### config.mk
export PLATFORM = sky130hd
export DESIGN_NAME = serial_subtractor_ctrl
export DESIGN_NICKNAME = d
export VERILOG_FILES = /design/src/rtl/serial_subtractor_ctrl.sv
export SDC_FILE = /design/constraint.sdc
export NUM_CORES = 1
export LEC_CHECK = 0
export ABC_AREA = 0
export BUFFER_PORTS_ARGS = -buffer_cell sky130_fd_sc_hd__clkbuf_2
export CORE_AREA = 8 8 89 51
export DETAILED_ROUTE_END_ITERATION = 10
export DIE_AREA = 0 0 97 59
export PLACE_DENSITY = 0.84
export SKIP_CTS_REPAIR_TIMING = 1
export SYNTH_ARGS = -nofsm -noshare
export SYNTH_HDL_FRONTEND = slang
export SYNTH_HIERARCHICAL = 1
export SYNTH_SLANG_ARGS = --single-unit
### constraint.sdc
create_clock -name clk -period 2.45 [get_ports clk]
set_clock_uncertainty 0.15 [all_clocks]
set_input_delay 0.49 -clock clk [delete_from_list [all_inputs] [get_ports clk]]
set_output_delay 0.49 -clock clk [all_outputs]
set_load 0.02 [all_outputs]
### src/rtl/serial_subtractor_ctrl.sv
// Bit-serial WIDTH-bit subtractor (diff = a - b, borrow-out, zero flag), one bit per clock, LSB first.
// A single full-subtractor cell is sequenced by an IDLE/RUN/DONE controller with start/abort/busy/done handshaking.

module serial_sub_cell (
    input  logic x_i,
    input  logic y_i,
    input  logic bin_i,
    output logic d_o,
    output logic bo_o
);
    assign d_o  = x_i ^ y_i ^ bin_i;
    assign bo_o = (~x_i & y_i) | (~(x_i ^ y_i) & bin_i);
endmodule

module serial_subtractor_ctrl #(
    parameter int WIDTH = 8
) (
    input  logic             clk,
    input  logic             rst_n,
    input  logic             start,
    input  logic             abort,
    input  logic [WIDTH-1:0] a,
    input  logic [WIDTH-1:0] b,
    output logic             busy,
    output logic             done,
    output logic [WIDTH-1:0] diff,
    output logic             bout,
    output logic             zero
);
    localparam int CNT_W = $clog2(WIDTH);
    localparam logic [CNT_W-1:0] LAST_BIT = CNT_W'(WIDTH - 1);

    typedef enum logic [1:0] {
        S_IDLE = 2'b00,
        S_RUN  = 2'b01,
        S_DONE = 2'b10
    } state_t;

    state_t state_q, state_d;

    logic [WIDTH-1:0] sa_q, sa_d;
    logic [WIDTH-1:0] sb_q, sb_d;
    logic [WIDTH-1:0] res_q, res_d;
    logic             brw_q, brw_d;
    logic [CNT_W-1:0] cnt_q, cnt_d;
    logic [WIDTH-1:0] diff_q, diff_d;
    logic             bout_q, bout_d;
    logic             zero_q, zero_d;

    logic             accept;
    logic             step;
    logic             last_step;
    logic             cell_d;
    logic             cell_bo;
    logic [WIDTH-1:0] res_shift;

    // An abort on the final RUN edge suppresses both the DONE transition and the result update.
    assign accept    = (state_q == S_IDLE) && start;
    assign step      = (state_q == S_RUN) && !abort;
    assign last_step = step && (cnt_q == LAST_BIT);
    assign res_shift = {cell_d, res_q[WIDTH-1:1]};

    serial_sub_cell u_cell (
        .x_i   (sa_q[0]),
        .y_i   (sb_q[0]),
        .bin_i (brw_q),
        .d_o   (cell_d),
        .bo_o  (cell_bo)
    );

    always_ff @(posedge clk or negedge rst_n) begin
        if (!rst_n) begin
            state_q <= S_IDLE;
        end else begin
            state_q <= state_d;
        end
    end

    always_comb begin
        state_d = state_q;
        case (state_q)
            S_IDLE: if (start) state_d = S_RUN;
            S_RUN: begin
                if (abort) begin
                    state_d = S_IDLE;
                end else if (cnt_q == LAST_BIT) begin
                    state_d = S_DONE;
                end
            end
            S_DONE:  state_d = S_IDLE;
            default: state_d = S_IDLE;
        endcase
    end

    always_comb begin
        busy = (state_q == S_RUN);
        done = (state_q == S_DONE);
    end

    always_comb begin
        sa_d   = sa_q;
        sb_d   = sb_q;
        res_d  = res_q;
        brw_d  = brw_q;
        cnt_d  = cnt_q;
        diff_d = diff_q;
        bout_d = bout_q;
        zero_d = zero_q;
        if (accept) begin
            sa_d  = a;
            sb_d  = b;
            res_d = '0;
            brw_d = 1'b0;
            cnt_d = '0;
        end else if (step) begin
            sa_d  = {1'b0, sa_q[WIDTH-1:1]};
            sb_d  = {1'b0, sb_q[WIDTH-1:1]};
            res_d = res_shift;
            brw_d = cell_bo;
            cnt_d = cnt_q + CNT_W'(1);
            if (last_step) begin
                diff_d = res_shift;
                bout_d = cell_bo;
                zero_d = (res_shift == '0);
            end
        end
    end

    // Results reset to "0 - 0": diff=0, no borrow, zero asserted.
    always_ff @(posedge clk or negedge rst_n) begin
        if (!rst_n) begin
            sa_q   <= '0;
            sb_q   <= '0;
            res_q  <= '0;
            brw_q  <= 1'b0;
            cnt_q  <= '0;
            diff_q <= '0;
            bout_q <= 1'b0;
            zero_q <= 1'b1;
        end else begin
            sa_q   <= sa_d;
            sb_q   <= sb_d;
            res_q  <= res_d;
            brw_q  <= brw_d;
            cnt_q  <= cnt_d;
            diff_q <= diff_d;
            bout_q <= bout_d;
            zero_q <= zero_d;
        end
    end

    assign diff = diff_q;
    assign bout = bout_q;
    assign zero = zero_q;

endmodule

# Yosys cells after proc, flatten, opt, wreduce, memory -nomap -nowiden
# Index checks and enable logic that the tools add are counted.
# Widths: inputs -> output; s select.
op_classes:
  muxes: 14
  addsub: 1
  n_reduce_logical: 9
  n_bitwise: 8
  eq_ne: 5
ops:
  columns: ["operator", "count"]
  rows:
  - ["$mux 8", 6]
  - ["$logic_not 8->1", 1]
  - ["$mux 2", 3]
  - ["$mux 3", 2]
  - ["$pmux 2 s2", 1]
  - ["$add 3x1->3 const B", 1]
  - ["$eq 3x3->1 const B", 1]
  - ["$logic_and 1x1->1", 3]
  - ["$ne 3x2->1 const B", 1]
  - ["$not 1->1", 3]
  - ["$reduce_and 3->1", 1]
  - ["$and 1x1->1", 2]
  - ["$eq 2x1->1 const B", 1]
  - ["$eq 2x2->1 const B", 1]
  - ["$logic_not 2->1", 1]
  - ["$mux 1", 2]
  - ["$ne 2x2->1 const B", 1]
  - ["$reduce_and 2->1", 1]
  - ["$reduce_bool 2->1", 1]
  - ["$xor 1x1->1", 2]
  - ["$logic_not 1->1", 1]
  - ["$or 1x1->1", 1]
word_totals:
  out_inout_bits: 12
  ff_bits: 40
  input_bits: 20

# Depth between registers and ports, before layout
depth:
  ltp_word: 6
  depth_mapped: 6
  mapped_depth_nobuf: 5

# By module
# The synthesis kept the hierarchy.
modules_own_cells:
  columns: ["mod", "cells_per_inst", "area_per_inst_um2", "instances", "seq_area_each_um2"]
  rows:
  - ["serial_subtractor_ctrl", 145, 1630.3, 1, 977.2]
  - ["serial_sub_cell", 4, 31.3, 1, 0.0]

# Worst setup path after synthesis
# OpenSTA, ideal clock, no wires.
synth_timing:
  path_kind: "reg2reg"
  start: "register cnt_q[0]"
  end: "register bout_q (netlist: bout)"
  required_ps: 2175
  arrival_ps: 1431
  path_buffers: 1
  path_slack_ps: 744
  stages_incl_launch_ff: 6
  setup_ps: 125
  cell_sequence: "dfrtp_1 -> ha_1 -> ha_1 -> nand4bb_1 -> buf_2 -> mux2_2"
synth_between:
  elab_chain_len: 3
synth_rtl:
  columns: ["item", "line", "text"]
  rows:
  - ["start, declared", "45", "logic [CNT_W-1:0] cnt_q, cnt_d;"]
  - ["start signal, assigned", "145", "cnt_q <= cnt_d;"]
  - ["$eq 3x3->1", "60", "assign last_step = step && (cnt_q == LAST_BIT);"]
  - ["$logic_and 1x1->1", "60", null]
  - ["$reduce_and 3->1 (no line)", null, null]
  - ["end signal, assigned", "147", "bout_q <= bout_d;"]
  - ["end, declared", "47", "logic bout_q, bout_d;"]
# Every way passes these cells.
# A chain may end at the register's enable or synchronous reset.

# Worst setup path after layout
layout_timing:
  start: "register cnt_q[0]"
  end: "register diff_q[5] (netlist: diff[5])"
layout_between:
  elab_chain_len: 3
layout_rtl:
  columns: ["item", "line", "text"]
  rows:
  - ["$eq 3x3->1", "60", null]
  - ["$logic_and 1x1->1", "60", null]
  - ["$reduce_and 3->1 (no line)", null, null]
  - ["end signal, assigned", "146", "diff_q <= diff_d;"]
  - ["end, declared", "46", "logic [WIDTH-1:0] diff_q, diff_d;"]
# Every way passes these cells.

==> summary.md <==
| Metric | Value |
|---|---|
| FMAX | 520.6 MHz |
| Post-synth cell types | 25 |
| Via count | 1229 |
| CP max stage cell | nand4bb_1 |
| Worst reg-to-reg setup slack | 530 ps |
| Buffers & Inverters on Critical Path | 0 |
| Clk_lat worst skew | 290 ps |
| Port Buffers | 31 |
| Sequential area share after synthesis | 58.81% |
| Detailed placer's ending HPWL | 2.753 mm |
| Maximum VDD drop | 0.3861 mV |
| Max-slew violation count | 0 |
| Vias in the first global route | 1304 |
| Starting DRC count in detailed routing | 65 |
| Worst-path clk slew | 70 ps |
| Vias per inst | 5.414 |
| DRC | 0 |
| Post-synth ARST share | 100.0% |
| CTS Buf Count | 5 |
| First-pass GRT wire length | 6.368 mm |
| Synthesis-to-finish area growth | 18.52% |
| Initial antenna violation count | 0 |
| Pre-CTS setup slack | 492.5 ps |
| Overall routing resource usage | 14.02% |
| Site row count | 15 |
| Clk buf depth | 2 |
| Core area | 0.003284 mm^2 |
| CTS tree | done |
| Yosys warns | 6 |
| Final Setup Violations | 0 |
| Worst slack on hold paths | 269.1 ps |
| DR WL/cell | 16.18 um |
| Setup ws final | 529.2 ps |
| Critical-path cell list | ha_1 -> ha_1 -> nand4bb_1 -> mux2_2 |
| Main synth FF type | dfrtp_1 |
| Critical Path Start Type | register |
| Syn Inst Count | 149 |
| Share of cells above drive strength 1 | 29.73% |
| Critical path endpoint category | register |
| Leakage power figure | 1.014 nW |
| Final Power | 1.651 mW |
| H-tree Lvls | 2 |
| Setup tns final | 0 ps |
| Largest net degree at the start of global routing | 23 |
| Min cycle time layout | 1921 ps |
| Routed WL | 3.673 mm |
| Reg2reg path depth | 4 |
| Die Ht | 59 um |
| Pre-antenna DRT Iters | 5 |
| Die width | 97 um |
| Worst Path Max Fanout | 12 |
| Least-Margin Pin Slew | 740.3 ps |
| Nets | 207 |
| Post-synth EDFFs | 0 |
| Syn avg cell area | 11.15 um^2 |
| Status | finished, final reports clean |
| PwrDens | 838.4 mW/mm^2 |
| Die Area | 0.005723 mm^2 |
| Fillers | 279 |
| CP Depth | 4 |
| Routed Antenna Nets | 0 |
| #FFs+latches synth | 39 |
| Number of max-cap violations | 0 |
| CP peak stage delay | 440 ps |
| Tcrit/Tclk final | 78.40% |
| RSZ-0062 raised after global routing | no |
| Worst Path Required | 2470 ps |
| Synthesized area | 0.001662 mm^2 |
| CP dominant cell by count | ha_1 |
| Antenna fix cells | 0 |
| Num Clock Sinks | 39 |
| Worst slew margin | 50.65% |
| Worst Path Arrival | 1940 ps |
| Grt ovf | 0 |
| GPL Wtd Cong | 0.8068 |
| CP Class | reg -> reg |
| Syn Nets | 172 |
| CTS root buf | clkbuf_8 |
| CP top delay family | simple AND/OR/NAND/NOR gates |
| Hold Path Class | in -> reg |
| Hold path depth | 3 |
| I/O pins | 32 |
| Final count of hold timing violations | 0 |
| Initial core utilization | 50.59% |
-- report_power, final --
part / internal (mW) / leakage, nW / switching, mW / total (mW)
logic: 0.146 / 0.458 / 0.195 / 0.341
registers: 0.757 / 0.504 / 0.0795 / 0.837
clock network: 0.257 / 0.0515 / 0.217 / 0.474
total: 1.16 / 1.01 / 0.491 / 1.65
-- state kept, by name, indices dropped and copies added, names as in the netlist --
register / cells
state_q: 2
zero: 1
bout: 1
sb_q: 8
res_q: 7
diff: 8
cnt_q: 3
sa_q: 8
brw_q: 1
-- cell families after synthesis --
group	after synthesis	synth area share (%)
muxes	9	6.100
adders and majority gates	3	2.711
DFF	39	58.81
AOI/OAI and AO/OA	34	13.25
buffers and inverters	13	3.765
and+or+nand+nor	51	15.36
-- worst paths after layout --
| path | from | endpoint |
|---|---|---|
| max reg2reg | cnt_q[0]$_DFFE_PN0P_ | diff[5]$_DFFE_PN0P_ |
| min reg2reg | sb_q[0]$_DFFE_PN0P_ | sb_q[0]$_DFFE_PN0P_ |
| min in group asynchronous | rst_n | res_q[2]$_DFFE_PN0P_ |
| max | cnt_q[0]$_DFFE_PN0P_ | diff[5]$_DFFE_PN0P_ |
| min | a[3] | sa_q[3]$_DFFE_PN0P_ |
| max in group asynchronous | rst_n | res_q[5]$_DFFE_PN0P_ |
-- tightest hold or removal path: stages --
cell and delay, ps:
clkbuf_2 70, a22oi_1 50, nand2_1 60
-- through the flow --
stage	instance area [um^2]	instances	utilization (%)
final	1969	227	59.96
after global routing	1969	227	59.96
after CTS	1959	226	59.66
after detailed placement	1859	218	56.61
after global placement	1859	218	56.61
after floorplan	1662	149	-
-- cells in the final DEF, fill, tap and decap left out --
cell type,n
o22ai_1,1
nor3_1,1
nor2_1,6
nor3b_2,1
a21oi_1,14
nor2b_1,2
clkbuf_1,1
or3b_1,2
clkbuf_2,31
o21ai_1,2
dfrtp_1,38
buf_4,5
a21o_1,1
a22oi_1,8
inv_1,4
mux2_2,9
dfstp_2,1
nor4_1,2
dlygate4sd3_1,1
nor3b_4,1
clkbuf_8,7
o21ai_0,1
nand2_1,26
nand3_1,9
nand4bb_1,1
fa_1,1
ha_1,2
a22o_1,7
-- per-layer routing --
layer | GRT usage (%) | up-vias | part of all wire, % | wire length, um
met5 | 0 | - | 0 | 0
met4 | 4.555 | 0 | 1.4 | 50
met3 | 5.821 | 7 | 7.8 | 287
met2 | 20.50 | 41 | 42 | 1546
met1 | 18.35 | 592 | 49 | 1789
li1 | - | 589 | - | -
-- cell type report --
class	instances	area, um^2	share of cell area (%)
Tap cell	42	52.55	2.668
Inverter	4	15.01	0.7624
Multi-Input combinational cell	97	621.8	31.58
Timing Repair Buffer	37	202.7	10.29
Sequential cell	39	977.2	49.62
Clock buffer	8	100.1	5.083
-- synthesized netlist by cell type, types with 4 or more instances --
cell type	number	area (um^2)
a22oi_1	8	60.06
mux2_2	9	101.4
dfrtp_1	38	950.9
inv_1	4	15.01
a21oi_1	14	70.07
nor2_1	6	22.52
nand2_1	26	97.59
buf_2	8	40.04
a22o_1	7	61.31
nand3_1	9	45.04
Power figures use the tool's default switching activity.
